## config.mk

```make
export PLATFORM = sky130hd
export DESIGN_NAME = alu_share_arbiter
export DESIGN_NICKNAME = d
export VERILOG_FILES = /design/src/rtl/alu_share_arbiter.sv
export SDC_FILE = /design/constraint.sdc
export NUM_CORES = 1
export LEC_CHECK = 0
export BUFFER_PORTS_ARGS = -buffer_cell sky130_fd_sc_hd__buf_2
export CAP_MARGIN = 25
export CORE_MARGIN = 8
export CORE_UTILIZATION = 42
export DETAILED_ROUTE_END_ITERATION = 8
export PLACE_DENSITY_LB_ADDON = 0.05
export SYNTH_ARGS = -nofsm -noshare
export SYNTH_HDL_FRONTEND = slang
export SYNTH_SLANG_ARGS = --single-unit
```

## constraint.sdc

```tcl
create_clock -name clk_i -period 1.4 [get_ports clk_i]
set_input_delay 0.14 -clock clk_i [delete_from_list [all_inputs] [get_ports clk_i]]
set_output_delay 0.14 -clock clk_i [all_outputs]
set_load 0.02 [all_outputs]
```

## src/rtl/alu_share_arbiter.sv

```systemverilog
`default_nettype none
// ============================================================================
// Module      : alu_share_arbiter
// Description : Round-robin sharing of one external ALU between two requesters,
//               with operand capture, a fixed execute window and a held response.
// Revision    : 1.0 - initial release
// ============================================================================
module alu_share_arbiter #(
    parameter int DATA_W      = 32,
    parameter int EXEC_CYCLES = 1
) (
    input  logic              clk_i,
    input  logic              rst_i,
    input  logic [1:0]        req_i,
    input  logic [DATA_W-1:0] r0_src1_i,
    input  logic [DATA_W-1:0] r0_src2_i,
    input  logic [3:0]        r0_ctrl_i,
    input  logic [2:0]        r0_bonus_i,
    input  logic [DATA_W-1:0] r1_src1_i,
    input  logic [DATA_W-1:0] r1_src2_i,
    input  logic [3:0]        r1_ctrl_i,
    input  logic [2:0]        r1_bonus_i,
    output logic [1:0]        gnt_o,
    output logic              alu_rst_n_o,
    output logic [DATA_W-1:0] alu_src1_o,
    output logic [DATA_W-1:0] alu_src2_o,
    output logic [3:0]        alu_ctrl_o,
    output logic [2:0]        alu_bonus_o,
    input  logic [DATA_W-1:0] alu_result_i,
    input  logic              alu_zero_i,
    input  logic              alu_cout_i,
    input  logic              alu_overflow_i,
    output logic              rsp_valid_o,
    output logic              rsp_id_o,
    output logic [DATA_W-1:0] rsp_result_o,
    output logic              rsp_zero_o,
    output logic              rsp_cout_o,
    output logic              rsp_ovf_o,
    input  logic              rsp_ready_i
);

    localparam int                 c_cnt_w    = (EXEC_CYCLES > 1) ? $clog2(EXEC_CYCLES) : 1;
    localparam logic [c_cnt_w-1:0] c_cnt_last = c_cnt_w'(EXEC_CYCLES - 1);

    typedef enum logic [1:0] {
        ST_IDLE = 2'd0,
        ST_EXEC = 2'd1,
        ST_RESP = 2'd2
    } state_t;

    state_t             r_state;
    state_t             w_state_nxt;

    logic               r_last_id;
    logic [c_cnt_w-1:0] r_cnt;
    logic [1:0]         r_gnt;

    // Operand registers double as the ALU drive; cleared outside EXEC.
    logic [DATA_W-1:0]  r_src1;
    logic [DATA_W-1:0]  r_src2;
    logic [3:0]         r_ctrl;
    logic [2:0]         r_bonus;

    logic               r_rsp_valid;
    logic               r_rsp_id;
    logic [DATA_W-1:0]  r_rsp_result;
    logic               r_rsp_zero;
    logic               r_rsp_cout;
    logic               r_rsp_ovf;

    logic               w_winner;
    logic               w_start;
    logic               w_exec_done;
    logic               w_rsp_accept;

    always_comb begin
        w_winner     = 1'b0;
        w_start      = 1'b0;
        w_exec_done  = 1'b0;
        w_rsp_accept = 1'b0;
        w_state_nxt  = r_state;

        // With both requesting, the one not served last wins.
        case (req_i)
            2'b01:   w_winner = 1'b0;
            2'b10:   w_winner = 1'b1;
            2'b11:   w_winner = ~r_last_id;
            default: w_winner = 1'b0;
        endcase

        w_start      = (r_state == ST_IDLE) && (req_i != 2'b00);
        w_exec_done  = (r_state == ST_EXEC) && (r_cnt == c_cnt_last);
        w_rsp_accept = (r_state == ST_RESP) && rsp_ready_i;

        case (r_state)
            ST_IDLE: if (w_start)      w_state_nxt = ST_EXEC;
            ST_EXEC: if (w_exec_done)  w_state_nxt = ST_RESP;
            ST_RESP: if (w_rsp_accept) w_state_nxt = ST_IDLE;
            default:                   w_state_nxt = ST_IDLE;
        endcase
    end

    always_ff @(posedge clk_i) begin
        if (rst_i) begin
            r_state <= ST_IDLE;
        end else begin
            r_state <= w_state_nxt;
        end
    end

    always_ff @(posedge clk_i) begin
        if (rst_i) begin
            r_last_id    <= 1'b1;
            r_cnt        <= '0;
            r_gnt        <= 2'b00;
            r_src1       <= '0;
            r_src2       <= '0;
            r_ctrl       <= '0;
            r_bonus      <= '0;
            r_rsp_valid  <= 1'b0;
            r_rsp_id     <= 1'b0;
            r_rsp_result <= '0;
            r_rsp_zero   <= 1'b0;
            r_rsp_cout   <= 1'b0;
            r_rsp_ovf    <= 1'b0;
        end else begin
            r_gnt <= 2'b00;
            if (w_start) begin
                r_gnt     <= w_winner ? 2'b10 : 2'b01;
                r_last_id <= w_winner;
                r_cnt     <= '0;
                r_src1    <= w_winner ? r1_src1_i  : r0_src1_i;
                r_src2    <= w_winner ? r1_src2_i  : r0_src2_i;
                r_ctrl    <= w_winner ? r1_ctrl_i  : r0_ctrl_i;
                r_bonus   <= w_winner ? r1_bonus_i : r0_bonus_i;
            end else if (r_state == ST_EXEC) begin
                if (w_exec_done) begin
                    r_rsp_valid  <= 1'b1;
                    r_rsp_id     <= r_last_id;
                    r_rsp_result <= alu_result_i;
                    r_rsp_zero   <= alu_zero_i;
                    r_rsp_cout   <= alu_cout_i;
                    r_rsp_ovf    <= alu_overflow_i;
                    r_cnt        <= '0;
                    r_src1       <= '0;
                    r_src2       <= '0;
                    r_ctrl       <= '0;
                    r_bonus      <= '0;
                end else begin
                    r_cnt <= r_cnt + 1'b1;
                end
            end else if (w_rsp_accept) begin
                r_rsp_valid <= 1'b0;
            end
        end
    end

    assign gnt_o        = r_gnt;
    assign alu_rst_n_o  = ~rst_i;
    assign alu_src1_o   = r_src1;
    assign alu_src2_o   = r_src2;
    assign alu_ctrl_o   = r_ctrl;
    assign alu_bonus_o  = r_bonus;
    assign rsp_valid_o  = r_rsp_valid;
    assign rsp_id_o     = r_rsp_id;
    assign rsp_result_o = r_rsp_result;
    assign rsp_zero_o   = r_rsp_zero;
    assign rsp_cout_o   = r_rsp_cout;
    assign rsp_ovf_o    = r_rsp_ovf;

endmodule
`default_nettype wire

```

==> results.yml, run 1 <==
outcome:
  status: "aborted with a tool error"
  failing_step: "clock tree synthesis"
  firstError: "[ERROR RSZ-0060] Max buffer count reached."
die:
  dieHeight_um: 120
  io_pins: 293
  initial_utilization_pct: 42.4
  rows: 38
  die_w_um: 120
place:
  portBuffers: 292
  finalWeightedCongestion: 0.785
  placed_cell_area_um2: 6160
  dp_slack_ns: 0.00685
  dpl.hpwl_um: 11200
clock_tree:
  clockBufferDepth: 2
  cts_root_buf: "clkbuf_8"
  clock_sink_count: 114
  htree_levels: 4
  cts_resized: 1
  cts_hold_buf: 166
  cts_setup_buffers: 0
  cts_inserted_buffers: 17
synthesis:
  avgSynthCellArea_um2: 11.9
  synth_edf_count: 0
  async_flop_share_pct: 0
  synth_cells: 382
  yosysSeqAreaShare_pct: 50.3
  synth_nets: 564
  netlist_area_um2: 4540
  ys_warn_count: 0
  synth.distinct_cells: 24
  ys_ff_latch: 114
  ys.flop_type: "dfxtp_1"
## synthesized netlist by cell type, types with 2 or more instances
library cell,number,area (µm²)
a21oi_1,3,15.0
buf_12,2,40.0
buf_4,7,52.6
buf_6,3,33.8
buf_8,7,105
clkbuf_1,11,41.3
dfxtp_1,114,2280
inv_1,2,7.51
mux2i_1,107,1070
nor2_1,40,150
nor2b_1,2,12.5
o21ai_0,2,10.0
o2bb2ai_1,71,622
## cells by family after synthesis
group           after synthesis  synth area share [%]
compound gates               82                  15.5
buf+inv                      33                  6.28
flops                       114                  50.3
mux                         107                  23.6
simple gates                 46                  4.36
## metrics by stage
stage | utilization (%) | instances
2_1_floorplan | - | 382
3_3_place_gp | 57.6 | 798
3_5_place_dp | 57.6 | 798
==> run 2: changes to the inputs <==
Settings changed: CORE_UTILIZATION 42 to 40, PLACE_DENSITY_LB_ADDON 0.05 to 0.15.
==> run 2 against run 1 <==
The flow now finishes, with violations (hold timing). Synthesized area unchanged. Synthesized cell count unchanged.
==> results.yml, run 2 <==
layout:
  area_growth_pct: 59.3
  drive_gt1_share_pct: 47.9
  design_area_um2: 7230
  final_common_cell: "buf_2"
  fill_cells: 902
  final_net_count: 904
  fin_util_pct: 64.4
  final_cell_mix: "buf_2, dfxtp_1, mux2i_1"
synthesis:
  yosysSeqAreaShare_pct: 50.3
  ys_ff_latch: 114
  async_flop_share_pct: 0
  yosysTopAreaCellShare_pct: 50.3
  netlist.top_cell.by_area: "dfxtp_1"
  synth_edf_count: 0
  ys_warn_count: 0
  avgSynthCellArea_um2: 11.9
  ys_top_cells_by_count: "dfxtp_1, mux2i_1, o2bb2ai_1"
  synth_cells: 382
  synth.distinct_cells: 24
  synth_most_common_cell: "dfxtp_1"
  netlist_area_um2: 4540
  ys.flop_type: "dfxtp_1"
  synth_area_leaders: "dfxtp_1, mux2i_1, o2bb2ai_1"
  synth_nets: 564
timing:
  fmax_ghz: 0.753
  skew_ns: 0.00862
  setup_ws_ns: 0.0714
  hold_viol: 1
  max_slew_margin_pct: 73.6
  finalCritPeriodShare_pct: 94.9
  worstMarginPinSlew_ns: 0.395
  rsz0062_at_grt: "true"
  fin_crit_ns: 1.33
  setup_viol: 0
  slew_viol_final: 0
  whs_ns: -0.0150
outcome:
  violations: "hold timing"
  status: "finished, violations left"
global_routing:
  grt_max_degree: 40
  antenna_found_initial: 1
  grt_pass1_wl_um: 22500
  grt_overflow: 0
  grt_pass1_vias: 4562
  grt_use_total_pct: 18.9
routing:
  wl_um: 14900
  drt-met1-wl_um: 5460
  routed.top_layer: "met4"
  wl_met3_um: 1360
  met2_length_um: 7640
  drc_errors: 0
  drt_pre_antenna_iters: 4
  vias_per_cell: 4.95
  drtAntennaViolNets: 0
  num_vias: 4349
  wl_per_cell_um: 16.9
  drtIter0Drc: 129
die:
  io_pins: 293
  rows: 39
  placeableCoreArea_um2: 11200
  initial_utilization_pct: 40.4
  die_w_um: 123
  dieHeight_um: 123
  dieArea_um2: 15000
run:
  drv_cap: 0
place:
  placed_cell_area_um2: 6140
  finalWeightedCongestion: 0.820
  dpl.hpwl_um: 11300
  dp_slack_ns: -0.0191
  portBuffers: 292
clock_tree:
  clkTransAtPathRegs_ns: 0.05
  clock_sink_count: 114
  clockBufferDepth: 2
  clock_latency_ns: 0.40
  htree_levels: 4
  cts_root_buf: "clkbuf_16"
  cts_tree: "built"
  cts_inserted_buffers: 17
power_and_ir_drop:
  leakagePower_nw: 3.50
  p_per_area_nw_per_um2: 1380
  total_power_mw: 10.0
  vdd_drop_max_v: 0.000666
worst_hold_path:
  hold_path_class: "input port to flop"
  holdCritStartpoint: "alu_result_i[17]"
worst_setup_path:
  worst-path-max-fanout: 13
  critPathKind: "flop to flop"
  worstPathArrival_ns: 1.59
  cp_data_required_time_ns: 1.67
  rr_startpoint: "r_state[0]"
  crit_start: "r_state[0]"
  crit_path_start_kind: "flop"
  cp-end-kind: "flop"
  ff2ff_setup_slack_ns: 0.07
-- run 2: cell counts after synthesis --
No cell type changed its count.
-- run 2: power by group --
part / switching (mW) / internal, mW
Sequential: 0.153 / 3.55
Combinational: 1.06 / 0.923
Clock: 1.44 / 2.88
-- run 2: critical path, cell delays in order (launching register included) --
cell and delay, ns:
dfxtp_4 0.38, nor3b_4 0.22, buf_6 0.14, buf_12 0.15
mux2i_1 0.23, nor2_1 0.07
-- run 2: repair_timing --
action,CTS,global route
pin swaps,0,1
hold buffers,39,0
cloned,1,0
hold endpoints to repair,39,0
endpoints found under the setup margin,5,55
gates resized for setup,2,8
buffers inserted,1,4
-- run 2: layout make-up --
type | count | area, µm² | area share, %
Antenna cell | 1 | 2.50 | 0.0346
Inverter | 2 | 7.51 | 0.104
Sequential cell | 114 | 2290 | 31.6
Multi-Input combinational cell | 235 | 2010 | 27.8
Tap cell | 143 | 179 | 2.47
Clock buffer | 22 | 464 | 6.42
Clock inverter | 10 | 133 | 1.83
Timing Repair Buffer | 352 | 2150 | 29.7
-- run 2: final timing paths --
| kind | cells past startpoint | endpoint |
|---|---|---|
| max | 5 | rsp_result_o[9] |
| min | 3 | rsp_result_o[17] |
| min reg2reg | 1 | alu_src1_o[20] |
| max reg2reg | 5 | rsp_result_o[9] |
-- run 2: kinds of logic after synthesis --
kind of cell	share of synthesized area, %
flops	50.3
mux	23.6
compound gates	15.5
simple gates	4.36
buf+inv	6.28
-- run 2: per-stage QoR --
step / hold WS (ns) / cells / setup TNS (ns)
floorplan: 0.287 / 382 / 0
global placement: 0.371 / 801 / 0
detailed placement: 0.383 / 801 / -0.0191
CTS: 0.000119 / 874 / 0
global route: 0.00128 / 879 / -0.0100
finish: -0.0150 / 879 / 0
-- run 2: layer usage --
| metal | vias to the layer above | GRT usage, % |
|---|---|---|
| li1 | 2099 | - |
| met1 | 2013 | 18.9 |
| met2 | 203 | 34.3 |
| met3 | 34 | 7.31 |
| met4 | 0 | 8.30 |
| met5 | - | 0 |
(Power assumes the default switching activity.)
